--- src/rtl/p_perm_sequencer.sv ---
// Keyed 8-bit P-permutation sequencer: 1-cycle accept, 4 shift steps, result held in DONE.
// Latency accept-to-valid is 4 edges; the sink stalls the job in DONE and In_ready stays low until it drains.
module p_perm_sequencer #(
  parameter logic [7:0] KEY_RESET = 8'b10_01_00_11
) (
  input  logic       Clk,
  input  logic       Rst_n,
  input  logic [7:0] In,
  input  logic       In_valid,
  output logic       In_ready,
  input  logic [7:0] Key_in,
  input  logic       Key_wr,
  output logic       Key_err,
  output logic [7:0] Out,
  output logic       Out_valid,
  input  logic       Out_ready,
  output logic       Busy
);

  typedef enum logic [1:0] {
    IDLE  = 2'd0,
    SHIFT = 2'd1,
    DONE  = 2'd2
  } state_t;

  state_t     state_q, state_d;
  logic [7:0] key_q, key_d;
  logic [7:0] shadow_q, shadow_d;
  logic       pending_q, pending_d;
  logic [7:0] byte_q, byte_d;
  logic [7:0] sreg_q, sreg_d;
  logic [7:0] out_q, out_d;
  logic [1:0] step_q, step_d;

  logic [1:0] key_col [4];
  logic [1:0] cur_col;
  logic [1:0] step_pair;

  // Fixed digit-to-column map; a bijection, so a duplicate column means a duplicate digit.
  function automatic logic [1:0] col_of(input logic [1:0] digit);
    logic [1:0] c;
    case (digit)
      2'b00:   c = 2'd2;
      2'b01:   c = 2'd1;
      2'b10:   c = 2'd0;
      default: c = 2'd3;
    endcase
    return c;
  endfunction

  always_comb begin
    for (int j = 0; j < 4; j++) begin
      key_col[j] = col_of(key_q[2*j +: 2]);
    end
  end

  assign Key_err = (key_col[0] == key_col[1]) || (key_col[0] == key_col[2]) ||
                   (key_col[0] == key_col[3]) || (key_col[1] == key_col[2]) ||
                   (key_col[1] == key_col[3]) || (key_col[2] == key_col[3]);

  assign cur_col   = col_of(key_q[{step_q, 1'b0} +: 2]);
  assign step_pair = {byte_q[{1'b0, cur_col}], byte_q[{1'b1, cur_col}]};

  always_comb begin
    state_d   = state_q;
    key_d     = key_q;
    shadow_d  = shadow_q;
    pending_d = pending_q;
    byte_d    = byte_q;
    sreg_d    = sreg_q;
    out_d     = out_q;
    step_d    = step_q;
    In_ready  = 1'b0;

    case (state_q)
      IDLE: begin
        In_ready = !Key_err && !Key_wr && !pending_q;
        if (Key_wr) begin
          key_d     = Key_in;
          pending_d = 1'b0;
        end else if (pending_q) begin
          // Deferred write lands on the first idle edge; no byte is taken in that cycle.
          key_d     = shadow_q;
          pending_d = 1'b0;
        end else if (In_valid && In_ready) begin
          byte_d  = In;
          step_d  = 2'd0;
          state_d = SHIFT;
        end
      end

      SHIFT: begin
        sreg_d = {sreg_q[5:0], step_pair};
        step_d = step_q + 2'd1;
        if (step_q == 2'd3) begin
          out_d   = {sreg_q[5:0], step_pair};
          state_d = DONE;
        end
      end

      DONE: begin
        if (Out_ready) begin
          state_d = IDLE;
        end
      end

      default: begin
        state_d = IDLE;
      end
    endcase

    // The running job keeps its key; writes made while busy wait in the shadow, last one wins.
    if (Key_wr && (state_q != IDLE)) begin
      shadow_d  = Key_in;
      pending_d = 1'b1;
    end
  end

  always_ff @(posedge Clk or negedge Rst_n) begin
    if (!Rst_n) begin
      state_q   <= IDLE;
      key_q     <= KEY_RESET;
      shadow_q  <= 8'h00;
      pending_q <= 1'b0;
      byte_q    <= 8'h00;
      sreg_q    <= 8'h00;
      out_q     <= 8'h00;
      step_q    <= 2'd0;
    end else begin
      state_q   <= state_d;
      key_q     <= key_d;
      shadow_q  <= shadow_d;
      pending_q <= pending_d;
      byte_q    <= byte_d;
      sreg_q    <= sreg_d;
      out_q     <= out_d;
      step_q    <= step_d;
    end
  end

  assign Out       = out_q;
  assign Out_valid = (state_q == DONE);
  assign Busy      = (state_q != IDLE);

endmodule

--- config.mk ---
export PLATFORM = sky130hd
export DESIGN_NAME = p_perm_sequencer
export DESIGN_NICKNAME = d
export VERILOG_FILES = /design/src/rtl/p_perm_sequencer.sv
export SDC_FILE = /design/constraint.sdc
export NUM_CORES = 1
export LEC_CHECK = 0
export BUFFER_PORTS_ARGS = -buffer_cell sky130_fd_sc_hd__buf_4
export CAP_MARGIN = 10
export CORE_MARGIN = 5
export CORE_UTILIZATION = 56
export CTS_CLUSTER_SIZE = 28
export DETAILED_ROUTE_END_ITERATION = 6
export GPL_TIMING_DRIVEN = 1
export PLACE_DENSITY_LB_ADDON = 0.05
export SLEW_MARGIN = 20
export SYNTH_ARGS = -nofsm -noshare
export SYNTH_HDL_FRONTEND = slang
export SYNTH_SLANG_ARGS = --single-unit
--- constraint.sdc ---
create_clock -name Clk -period 3.2 [get_ports Clk]
set_clock_uncertainty 0.15 [all_clocks]
set_input_delay 0.32 -clock Clk [delete_from_list [all_inputs] [get_ports Clk]]
set_output_delay 0.32 -clock Clk [all_outputs]
set_load 0.005 [all_outputs]
[Word-level counts from Yosys, hierarchy flattened]
Cells that the tools add are included.
Storage, ports and cells
  word-level logic and storage cells: 89
  bits of input ports: 21
  register bits after elaboration: 43
  output and inout port bits: 12
Operators by class
  add/sub/neg operators: 1
  multiplexer cells: 24
  order comparisons: 2
  bitwise logic cells: 2
  reductions and logical operators: 27
  eq/ne operators: 24
  shift operators: 1
Operators with widths (number)
  one-hot mux 2 bit (3 select lines): 6
  2-to-1 mux 2 bit: 8
  2-to-1 mux 8 bit: 2
  equality test 2 bit, second input constant: 7
  equality test 2 x 1 -> 1 bit, second input constant: 6
  equality test 2 bit: 6
  zero test 2 bit: 6
  inequality test 2 bit, second input constant: 4
  AND reduction 4 bit: 2
  nonzero test 2 bit: 4
  variable part select 8 x 4 -> 2 bit: 1
  logical OR 1 bit: 5
  2-to-1 mux 1 bit: 5
  AND reduction 5 bit: 1
  binary-select mux 1 bit (select 2 bit): 2
  logical AND 1 bit: 4
  less-than comparator 2 x 4 -> 1 bit, second input constant: 1
  less-than comparator 3 x 4 -> 1 bit, second input constant: 1
  one-hot mux 2 bit (2 select lines): 1
  AND reduction 2 bit: 2
  zero test 1 bit: 3
  adder 2 x 1 -> 2 bit, second input constant: 1
  inequality test 2 x 1 -> 1 bit, second input constant: 1
  NOT 1 bit: 2

[Longest topological paths before layout]
  depth after elaboration: 16
  gate-level depth with buffers: 8
  gate-level depth less buffers: 7

[Worst setup path after synthesis]
OpenSTA, ideal clock, no wires.
  path type: flip-flop to flip-flop
  from: register key_q[7]
  to: register byte_q[0]
  arrival: 2103 ps
  slack: 821 ps
  path buffers: 1
  clock period less this slack: 2379 ps
  required time: 2925 ps
  stages on the path, launching flop included: 9
  cell sequence: dfstp_2 inv_1 ha_1 or4_1 a21oi_1 a2111oi_2 nand4_1 buf_6 mux2_4
On the way
  longest elaborated chain between the ends: 12
  elaborated cells between the ends (all ways): 16
RTL lines
  from (decl): line 27  | logic [7:0] key_q, key_d;
  from (signal assigned): line 131  | key_q <= key_d;
  equality test 2 bit, or another cell as far along: line 42  | case (digit)
  one-hot mux 2 bit (3 select lines) (*): line 42
  equality test 2 bit: line 58  | (key_col[0] == key_col[3]) || (key_col[1] == key_col[2]) ||
  logical OR 1 bit: line 57  | assign Key_err = (key_col[0] == key_col[1]) || (key_col[0] == key_col[2]) ||
  logical OR 1 bit (2 in series): line 58
  logical OR 1 bit (*): line 59  | (key_col[1] == key_col[3]) || (key_col[2] == key_col[3]);
  zero test 1 bit (*): line 77  | In_ready = !Key_err && !Key_wr && !pending_q;
  logical AND 1 bit (*) (2 in series): line 77
  logical AND 1 bit (*): line 85  | end else if (In_valid && In_ready) begin
  AND reduction 4 bit (no source line) (*)
  to (signal assigned): line 134  | byte_q <= byte_d;
  to (decl): line 30  | logic [7:0] byte_q, byte_d;
Mark *: on every way between the ends. The rest lies on a longest branch, timed or not.
A chain may end at the register's enable or synchronous reset.

[Worst setup path after layout]
  from: register key_q[7]
  to: output port In_ready
On the way
  longest elaborated chain between the ends: 11
  elaborated cells between the ends (all ways): 15
RTL lines
  equality test 2 bit, or another cell as far along: line 42
  one-hot mux 2 bit (3 select lines) (*): line 42
  equality test 2 bit: line 58
  logical OR 1 bit: line 57
  logical OR 1 bit (2 in series): line 58
  logical OR 1 bit (*): line 59
  zero test 1 bit (*): line 77
  logical AND 1 bit (*) (2 in series): line 77
  2-to-1 mux 1 bit (*): line 75  | case (state_q)
  to (decl): line 10  | output logic In_ready,
Marks and branches as above.

==> reports/metrics.cfg <==
[sta]
fin_crit_ns = 2.888
fin_tns_setup_ns = 0
fin_hold_ws_ns = 0.05765
setup_viol = 0
relSlewSlack = 0.3998
tightest_slew_ns = 0.8969
rsz0062_at_grt = no
finalCritPeriodShare = 0.9024
drv_slew = 0
clock.fmax_ghz = 0.3463
hold_violations = 0

[clock_tree]
post_cts_buffers = 0
cts_tree = built
cts.sinks = 43
clkTransAtPathRegs_ns = 0.08
cts_buffers = 5
clk_latency_ns = 0.30
cts-root-buf = clkbuf_8
postCtsResizedCells = 0
htree_levels = 2
cts_max_path_buffers = 2
hold_buffers = 1

[pwr]
p_leak_nw = 1.260
power_frac_clock = 0.119
power_density_nw_per_um2 = 1115
p_comb_frac = 0.522
power.internal_mw = 1.737
switching_share = 0.3794
p_switching_mw = 1.062
ir_drop_uv = 465.1
p_seq_frac = 0.358

[synth]
netlist.area_leader.share = 0.4572
ys_top_cells_by_area = dfrtp_1 (46%), mux2_2 (9.0%), ha_1 (5.3%)
ys.flop_type = dfrtp_1
ys_seq_area_frac = 0.5064
async_reset_ff_frac = 1.000
synthMostInstantiatedCell = dfrtp_1
synth_cell_type_count = 30
netlist_top_cells_count = dfrtp_1 (39), nand2_1 (22), mux2_2 (17)
synth.ff_latch_count = 43
netlist_area_um2 = 2135
synth_area_per_cell_um2 = 11.92
synthCells = 179
synth_top_area_cell = dfrtp_1
synth_edf_count = 0
syn_nets = 209
yosysWarningCount = 0

[detailed_routing]
num_vias = 1416
ant_nets = 0
viasPerCell = 5.364
routedWlPerCell_um = 15.50
wl_mm = 4.092
drt-initial-drc-count = 53
remaining_drc_errors = 0
firstDrtPassIters = 4

[grt]
grt_util_all_layers = 0.1730
first_global_vias = 1514
grt_pass1_wl_mm = 6.927
antenna_found_initial = 0
grt-ovfl-total = 0
grt_max_degree = 44

[place]
portBuffers = 32
place_congestion = 0.7820
place_hpwl_mm = 3.009

[flow_run]
drv_cap = 0

[hold_path]
hold_depth = 2
hold_path_class = input port to register

[cells_and_area]
n_antenna_cell = 0
layout-drive-gt1-share = 0.3380
fill_cells = 289
nets = 245
area_delta_synth_final_pct = 17.59

[setup_path]
worstSetupStartpointType = register
cp_data_required_time_ns = 2.73
crit_arrival_ns = 2.42
worstPathMaxFanout = 4
critical_path_class = register to output pin
end_kind = output pin
r2r_setup_slack_ns = 0.62
reg2reg_depth = 8

[die]
ios = 33
die-height_um = 71.74
dieArea_um2 = 5147
start_util = 0.5787
placementRows = 22
core_area_um2 = 3689
die_w_um = 71.74

[run_status]
status = finished, final reports clean

-- logic make-up (layout without fill, tap and decap cells) --
logic type                 count (synthesis)  after routing  share of synthesized area
and+or+nand+nor                           50             50                     0.1043
DFF                                       43             43                     0.5064
muxes                                     38             38                     0.2222
AOI/OAI and AO/OA                         19             19                    0.05393
buffers and inverters                     11             48                    0.02344
adders and majority gates                  9              9                    0.05276
xor gates and xnor gates                   9              9                    0.03693
-- layout by cell type (no fill, tap or decap), drive strengths merged --
cell type and count:
o21ai 2, nor4 1, clkbuf 6, nand2 22
mux2i 11, a21oi 11, a21o 1, nor2b 1
and3 1, clkinv 1, nand4 1, xnor2 6
o22ai 3, or4 3, nand2b 2, nor2 16
buf 33, nand3 1, and2 2, clkinvlp 1
a2111oi 1, dlygate4sd3 1, dfrtp 39, mux2 24
dfstp 4, a22o 1, xor2 3, ha 9
mux4 3, inv 6
-- metal layers --
metal / GRT usage / part of all wire
met1: 0.2165 / 0.45
met2: 0.2867 / 0.49
met3: 0.05330 / 0.044
met4: 0.05428 / 0.013
met5: 0 / 0
-- power by group through the flow --
stage	Sequential (mW)	Clock, mW	Combinational [mW]
2_1_floorplan	0.952	0	1.11
4_1_cts	1.00	0.341	1.46
6_report	1.00	0.334	1.46
3_3_place_gp	0.989	0	1.40
5_1_grt	1.04	0.366	1.62
3_5_place_dp	1.01	0	1.45
-- registers in the layout, summed over array words and instances (netlist names) --
signal     count
Out            8
byte_q         8
key_q          8
pending_q      1
shadow_q       8
sreg_q         6
state_q        2
step_q         2
-- worst paths after layout --
kind                                            start                     end
worst max-delay path             key_q[7]$_DFFE_PN1P_                In_ready
worst min-delay path                        Out_ready  state_q[1]$_DFFE_PN0P_
worst max register to register   key_q[7]$_DFFE_PN1P_   byte_q[7]$_DFFE_PN0P_
worst min register to register  sreg_q[5]$_DFFE_PN0P_   sreg_q[5]$_DFFE_PN0P_
max in group asynchronous                       Rst_n    key_q[7]$_DFFE_PN1P_
min in group asynchronous                       Rst_n   pending_q$_DFFE_PN0P_
-- layout make-up --
type                            count  area, um^2  share of cell area
Sequential cell                    43        1081              0.4307
Clock buffer                        6       72.57             0.02891
Clock inverter                      2       12.51            0.004985
Timing Repair Buffer               34       257.7              0.1027
Multi-Input combinational cell    125        1003              0.3998
Tap cell                           48       60.06             0.02393
Inverter                            6       22.52            0.008973
-- through the flow --
step	setup WS [ns]	cell area (um^2)	util	instances	power [mW]
floorplan	0.8214	2135	-	179	2.059
global placement	0.7019	2415	0.6547	255	2.392
detailed placement	0.6332	2415	0.6547	255	2.465
CTS	0.3323	2510	0.6805	264	2.808
global route	0.1377	2510	0.6805	264	3.021
finish	0.3124	2510	0.6805	264	2.799
-- worst max-delay path, cell delays in order (launching register included) --
cell and delay (ns):
dfstp_2 0.57, inv_1 0.05, ha_1 0.35, xor2_1 0.16, a21oi_1 0.07, a2111oi_2 0.41, nand3_1 0.18, nor4_1 0.19
buf_4 0.16
Note: power is estimated with default switching activity, not from simulation.
